<file path="src/rtl/dmem_arbiter.sv">
// Arbitrates the fetch (I) and load/store (D) requesters onto one single-port memory,
// one outstanding transaction at a time, with optional round-robin and a BUSY timeout.
module dmem_arbiter #(
   parameter int unsigned ADDR_WIDTH     = 32,
   parameter int unsigned DATA_WIDTH     = 32,
   parameter int unsigned RR_MODE        = 1,
   parameter int unsigned TIMEOUT_CYCLES = 16
) (
   input  logic                      clk,
   input  logic                      rst_n,
   input  logic                      i_req,
   input  logic [ADDR_WIDTH-1:0]     i_addr,
   output logic                      i_done,
   output logic [DATA_WIDTH-1:0]     i_rdata,
   output logic                      i_err,
   output logic                      i_stall,
   input  logic                      d_req,
   input  logic                      d_we,
   input  logic [ADDR_WIDTH-1:0]     d_addr,
   input  logic [DATA_WIDTH-1:0]     d_wdata,
   input  logic [DATA_WIDTH/8-1:0]   d_wstrb,
   output logic                      d_done,
   output logic [DATA_WIDTH-1:0]     d_rdata,
   output logic                      d_err,
   output logic                      d_stall,
   output logic                      mem_req,
   output logic                      mem_we,
   output logic [ADDR_WIDTH-1:0]     mem_addr,
   output logic [DATA_WIDTH-1:0]     mem_wdata,
   output logic [DATA_WIDTH/8-1:0]   mem_wstrb,
   input  logic                      mem_ack,
   input  logic [DATA_WIDTH-1:0]     mem_rdata,
   output logic                      busy
);

   localparam int unsigned STRB_W     = DATA_WIDTH / 8;
   localparam int unsigned CNT_W      = (TIMEOUT_CYCLES > 2) ? $clog2(TIMEOUT_CYCLES) : 1;
   localparam bit          TO_EN      = (TIMEOUT_CYCLES != 0);
   localparam bit          FIXED_PRIO = (RR_MODE == 0);
   localparam logic [CNT_W-1:0] CNT_LAST = TO_EN ? CNT_W'(TIMEOUT_CYCLES - 1) : '0;

   typedef enum logic [1:0] {
      ST_IDLE = 2'd0,
      ST_BUSY = 2'd1,
      ST_RESP = 2'd2
   } state_e;

   state_e                  state_q, state_d;
   logic                    win_d_q, win_d_d;    // 1 = D owns the current transaction
   logic                    last_d_q, last_d_d;  // 1 = D won the most recent grant
   logic [ADDR_WIDTH-1:0]   addr_q, addr_d;
   logic                    we_q, we_d;
   logic [DATA_WIDTH-1:0]   wdata_q, wdata_d;
   logic [STRB_W-1:0]       wstrb_q, wstrb_d;
   logic [DATA_WIDTH-1:0]   rdata_q, rdata_d;
   logic                    err_q, err_d;
   logic [CNT_W-1:0]        cnt_q, cnt_d;
   logic                    pick_d;

   // State and transaction registers
   always_ff @(posedge clk or negedge rst_n) begin
      if (!rst_n) begin
         state_q  <= ST_IDLE;
         win_d_q  <= 1'b0;
         last_d_q <= 1'b0;
         addr_q   <= '0;
         we_q     <= 1'b0;
         wdata_q  <= '0;
         wstrb_q  <= '0;
         rdata_q  <= '0;
         err_q    <= 1'b0;
         cnt_q    <= '0;
      end else begin
         state_q  <= state_d;
         win_d_q  <= win_d_d;
         last_d_q <= last_d_d;
         addr_q   <= addr_d;
         we_q     <= we_d;
         wdata_q  <= wdata_d;
         wstrb_q  <= wstrb_d;
         rdata_q  <= rdata_d;
         err_q    <= err_d;
         cnt_q    <= cnt_d;
      end
   end

   // Next state: grant in IDLE, wait for ack or timeout in BUSY, one response cycle
   always_comb begin
      state_d  = state_q;
      win_d_d  = win_d_q;
      last_d_d = last_d_q;
      addr_d   = addr_q;
      we_d     = we_q;
      wdata_d  = wdata_q;
      wstrb_d  = wstrb_q;
      rdata_d  = rdata_q;
      err_d    = err_q;
      cnt_d    = cnt_q;
      pick_d   = 1'b0;

      case (state_q)
         ST_IDLE: begin
            if (i_req || d_req) begin
               // D wins alone, under fixed priority, or when I had the last grant
               pick_d   = d_req && (!i_req || FIXED_PRIO || !last_d_q);
               win_d_d  = pick_d;
               last_d_d = pick_d;
               addr_d   = pick_d ? d_addr : i_addr;
               we_d     = pick_d && d_we;
               wdata_d  = pick_d ? d_wdata : '0;
               wstrb_d  = pick_d ? d_wstrb : '0;
               cnt_d    = '0;
               state_d  = ST_BUSY;
            end
         end
         ST_BUSY: begin
            if (mem_ack) begin
               rdata_d = mem_rdata;
               err_d   = 1'b0;
               state_d = ST_RESP;
            end else if (TO_EN && (cnt_q == CNT_LAST)) begin
               rdata_d = '0;
               err_d   = 1'b1;
               state_d = ST_RESP;
            end else begin
               cnt_d = cnt_q + CNT_W'(1);
            end
         end
         ST_RESP: begin
            state_d = ST_IDLE;
         end
         default: begin
            state_d = ST_IDLE;
         end
      endcase
   end

   // Memory side is driven only while BUSY
   assign busy      = (state_q != ST_IDLE);
   assign mem_req   = (state_q == ST_BUSY);
   assign mem_we    = mem_req && we_q;
   assign mem_addr  = mem_req ? addr_q  : '0;
   assign mem_wdata = mem_req ? wdata_q : '0;
   assign mem_wstrb = mem_req ? wstrb_q : '0;

   // Completion goes only to the owner of the transaction
   assign i_done  = (state_q == ST_RESP) && !win_d_q;
   assign d_done  = (state_q == ST_RESP) &&  win_d_q;
   assign i_rdata = i_done ? rdata_q : '0;
   assign d_rdata = d_done ? rdata_q : '0;
   assign i_err   = i_done && err_q;
   assign d_err   = d_done && err_q;
   assign i_stall = i_req && !i_done;
   assign d_stall = d_req && !d_done;

endmodule

</file>
<file path="config.mk">
export PLATFORM = sky130hd
export DESIGN_NAME = dmem_arbiter
export DESIGN_NICKNAME = d
export VERILOG_FILES = /design/src/rtl/dmem_arbiter.sv
export SDC_FILE = /design/constraint.sdc
export NUM_CORES = 1
export LEC_CHECK = 0
export CAP_MARGIN = 10
export CORE_ASPECT_RATIO = 0.75
export CORE_UTILIZATION = 40
export DETAILED_ROUTE_END_ITERATION = 10
export MAX_ROUTING_LAYER = met4
export PLACE_DENSITY = 0.9
export SLEW_MARGIN = 20
export SYNTH_ARGS = -nofsm -noshare
export SYNTH_HDL_FRONTEND = slang
export SYNTH_SLANG_ARGS = --single-unit
export TNS_END_PERCENT = 30
</file>
<file path="constraint.sdc">
create_clock -name clk -period 1.88 [get_ports clk]
set_input_delay 0.47 -clock clk [delete_from_list [all_inputs] [get_ports clk]]
set_output_delay 0.47 -clock clk [all_outputs]
set_load 0.01 [all_outputs]
</file>
=== Yosys cells after proc, flatten, opt, wreduce, memory -nomap -nowiden ===
Index checks and enable logic that the tools add are counted.

* Add/sub/neg operators: 1
* Equality and inequality tests: 7
* Mux-type cells: 20
* Reduce and logical (&&, ||, !) cells: 23

{| class="wikitable"
|+ Operators by type and width
! kind !! count
|-
| $mux W32 || 8
|-
| $mux W4 || 5
|-
| $logic_and A1 B1 Y1 || 9
|-
| $pmux W4 S2 || 1
|-
| $mux W2 || 3
|-
| $ne A2 B2 Y1 const B || 3
|-
| $reduce_and A2 Y1 || 3
|-
| $reduce_bool A2 Y1 || 3
|-
| $add A4 B1 Y4 const B || 1
|-
| $eq A4 B4 Y1 const B || 1
|-
| $logic_not A1 Y1 || 4
|-
| $pmux W2 S2 || 1
|-
| $reduce_and A4 Y1 || 1
|-
| $ne A3 B1 Y1 const B || 1
|-
| $eq A2 B1 Y1 const B || 1
|-
| $eq A2 B2 Y1 const B || 1
|-
| $logic_not A2 Y1 || 1
|-
| $logic_or A1 B1 Y1 || 2
|-
| $mux W1 || 2
|}

* Flip-flop bits (word level): 109
* Bits of input ports: 138
* Output and inout port bits: 141

=== Logic depth before layout (Yosys ltp) ===
* Depth after elaboration: 4
* Mapped depth: 6
* Depth with buffers taken out: 4

=== Worst setup path after synthesis ===
No wires, ideal clock.

* Path type: register -> output
* Start: register state_q[0]
* End: output i_rdata[22]
* Arrival: 1.350 ns
* Slack: 0.060 ns
* Cell stages (with the launch flop): 4
* Buffers on the path: 1
* Path through: dfrtp_1 > nor3b_1 > clkbuf_1 > and2_1

* Word-level cells in the longest chain between the ends: 3

{| class="wikitable"
|+ Ends and longest elaborated chain
! element !! line !! text
|-
| start: declaration || 48 || <nowiki>state_e state_q, state_d;</nowiki>
|-
| start signal: assignment || 74 || <nowiki>state_q <= state_d;</nowiki>
|-
| $eq A2 B2 Y1 || 147 || <nowiki>assign i_done = (state_q == ST_RESP) && !win_d_q;</nowiki>
|-
| $logic_and A1 B1 Y1 || 147 ||
|-
| via i_done || 13 || <nowiki>output logic i_done,</nowiki>
|-
| $mux W32 || 149 || <nowiki>assign i_rdata = i_done ? rdata_q : '0;</nowiki>
|-
| end: declaration || 14 || <nowiki>output logic [DATA_WIDTH-1:0] i_rdata,</nowiki>
|}

The timed path passes the listed nets, and every way through them passes these cells.

=== Worst setup path in the final report ===
* Start: register state_q[0]
* End: output i_rdata[15]

* Word-level cells in the longest chain between the ends: 3

{| class="wikitable"
|+ Ends and longest elaborated chain
! element !! line
|-
| $eq A2 B2 Y1 || 147
|-
| $logic_and A1 B1 Y1 || 147
|-
| $mux W32 || 149
|}

No other way between the ends.

==> flow_metrics.py <==
metrics = {
    "timing": {
        "worstMarginPinSlew_ps": 670.0,
        "fin_crit_ps": 2103,
        "slew-limit-headroom_pct": 55.34,
        "hold_violations": 0,
        "grt_setup_unrepaired": "yes",
        "timing.final.ws_setup_ps": -223.2,
        "skew_ps": 5.525,
        "hold-worst-slack_ps": 104.4,
        "final_max_slew_viol_count": 0,
        "period_share_pct": 111.9,
        "setup_violations": 117,
        "timing.fmax_ghz": 0.4755,
        "tns_ps": -14330,
    },
    "critical_path": {
        "slowest_stage": "dfrtp_2",
        "criticalPathCategory": "reg2out",
        "path_cells": "nor3b_4 -> buf_6 -> clkbuf_16 -> and2_1 -> buf_2",
        "arrival_ps": 1630,
        "ff2ff_path_depth": 8,
        "crit_path_start": "state_q[0]",
        "r2r_end": "rdata_q[19]",
        "required_ps": 1410,
        "start_kind": "flop",
        "crit_end": "i_rdata[15]",
        "rrSetupSlack_ps": 120,
        "max_stage_delay_ps": 450,
        "endpoint_kind": "primary output",
        "worst-path-max-fanout": 4,
        "r2r-start": "state_q[0]",
    },
    "floorplanning": {
        "initial_utilization_pct": 41.87,
        "dieArea_um2": 13620,
        "die_w_um": 134.4,
        "die-height_um": 101.3,
        "ios": 279,
        "rows": 35,
        "coreArea_um2": 12570,
    },
    "layout": {
        "drive_gt1_share_pct": 32.78,
        "num_antenna_cells": 0,
        "layout.nets": 912,
        "syn_to_final_growth_pct": 65.57,
        "fin_cells": 944,
        "final_core_util_pct": 69.33,
        "design_area_um2": 8713,
        "fill_cells": 851,
    },
    "grt": {
        "grt-ovfl-total": 0,
        "grt_max_degree": 110,
        "grt.total_usage_pct": 24.52,
        "antenna_found_initial": 0,
        "grt_pass1_wl_um": 25160,
        "first_global_vias": 4985,
    },
    "cts": {
        "cts_tree": "done",
        "cts-buffers-inserted": 9,
        "ctsRootBufferMaster": "clkbuf_16",
        "clk-insertion-delay-late_ps": 340,
        "clkTransAtPathRegs_ps": 70,
        "ctsLongestPathBuffers": 2,
        "htree_levels": 3,
        "clock_sinks": 109,
    },
    "power_and_ir_drop": {
        "power.total_mw": 11.42,
        "peakVddDrop_uv": 678.3,
        "pwr_density_cell_nw_per_um2": 1310,
        "p_leak_nw": 4.232,
    },
    "detailed_routing": {
        "drtPass1Iterations": 4,
        "vias": 4930,
        "totalWireLength_um": 16750,
        "ant_nets": 0,
        "via_per_inst": 5.222,
        "drt-initial-drc-count": 182,
        "wl_per_cell_um": 17.74,
        "drc": 0,
    },
    "synth": {
        "syn_avg_cell_area_um2": 10.78,
        "syn_nets": 627,
        "synth_warnings": 0,
        "synth_cells": 488,
        "synth-edff-count": 0,
        "ys_seq_area_share_pct": 51.83,
        "synth_ff_type": "dfrtp_1",
        "synth_top_area_share_pct": 51.83,
        "netlist_top_cells_area": "dfrtp_1, and2_1, a22o_1",
        "synth.distinct_cells": 32,
        "postSynth.asyncResetShare_pct": 100.0,
        "synth_seq_cells": 109,
        "syn-cell-area_um2": 5263,
        "yosysTopAreaCell": "dfrtp_1",
    },
    "place": {
        "detailedPlace.worstSlack_ps": -218.1,
        "gp_congestion": 0.8885,
        "placed_cells": 912,
        "placed_cell_area_um2": 8367,
        "dpl.hpwl_um": 11120,
        "io_buffers": 278,
    },
    "min_path": {
        "hold_path.class": "in2async",
    },
    "outcome": {
        "status": "complete, but fails checks",
        "violations": "setup timing",
    },
    "job": {
        "maxCapViolations": 0,
    },
}
==> worst max-delay path: cells and delay by family (launching register included) <==
family | cells | cell delay [ps]
buffers and inverters | 3 | 470
AND/OR/NAND/NOR | 2 | 370
flip-flops | 1 | 450
==> routing by layer <==
layer  GRT usage, %  routed length [um]  up-vias
met5              -                   0        -
met4          7.952                 392        0
met3          5.455                 933       33
met2          43.40                8808      218
met1          27.69                6614     2400
li1               -                   -     2279
==> report_power, final <==
| group | leakage (nW) | switching (mW) | internal, mW | total, mW |
|---|---|---|---|---|
| registers | 1.38 | 0.756 | 3.47 | 4.23 |
| logic | 2.72 | 2.47 | 2.91 | 5.38 |
| clock network | 0.136 | 0.895 | 0.918 | 1.81 |
| total | 4.23 | 4.12 | 7.30 | 11.4 |
==> cells by family (layout without fill, tap and decap cells) <==
group	count (synthesis)	count (layout)	synth area share, %
compound gates	142	142	18.85
fa+ha+maj	1	1	0.2377
buf+inv	48	338	4.422
flops	109	109	51.83
mux	34	34	6.467
simple gates	154	154	18.19
==> final cells by class <==
type	instances	area, um^2	share of cell area (%)
clock buffers	9	225.2	2.585
multi-input cells	331	2460	28.23
repair buffers	319	3022	34.68
inverters	3	13.76	0.1580
well taps	166	207.7	2.384
clock inverters	7	56.30	0.6462
flip-flops and latches	109	2729	31.32
==> synthesized netlist by cell type, drive strengths merged, types with 2 or more instances <==
cell and instances:
buf 14, mux2i 34, nand2b 2, dfrtp 109, and3 2, nor2b 3
clkbuf 31, inv 3, and2 136, nor2 2, a22o 69, o21ai 65
or2 2, nand2 2
==> registers in the layout, indices dropped and copies added (netlist names) <==
register	count
err_q	1
we_q	1
state_q	2
last_d_q	1
wstrb_q	4
wdata_q	32
rdata_q	32
addr_q	32
cnt_q	4
==> worst min-delay path by stage <==
stage | slack [ps] | endpoint | depth (start not counted)
final | 100 | rdata_q[8] | 2
after detailed placement | 480 | wdata_q[31] | 1
after floorplan | 170 | addr_q[0] | 0
after CTS | 210 | rdata_q[8] | 2
after global placement | 480 | wdata_q[26] | 1
after global routing | 230 | rdata_q[8] | 2
==> what timing repair did <==
item | CTS | global route
cloned | 6 | 1
setup endpoints to repair | 141 | 141
pin swaps | 21 | 10
buffers inserted | 10 | 3
hold buffers | 0 | 0
gates resized for setup | 620 | 62
==> cells in the final DEF (no fill, tap or decap), drive strengths merged, types with 2 or more instances in the layout <==
cell type,n
clkinv,2
and3,2
mux2i,34
nand2b,2
or2,2
nor2b,3
clkdlybuf4s50,136
and2,136
clkdlybuf4s15,2
clkbuf,10
a22o,69
inv,6
o21ai,65
nand2,2
clkinvlp,2
buf,180
nor2,2
dfrtp,109
(Power assumes the default switching activity.)
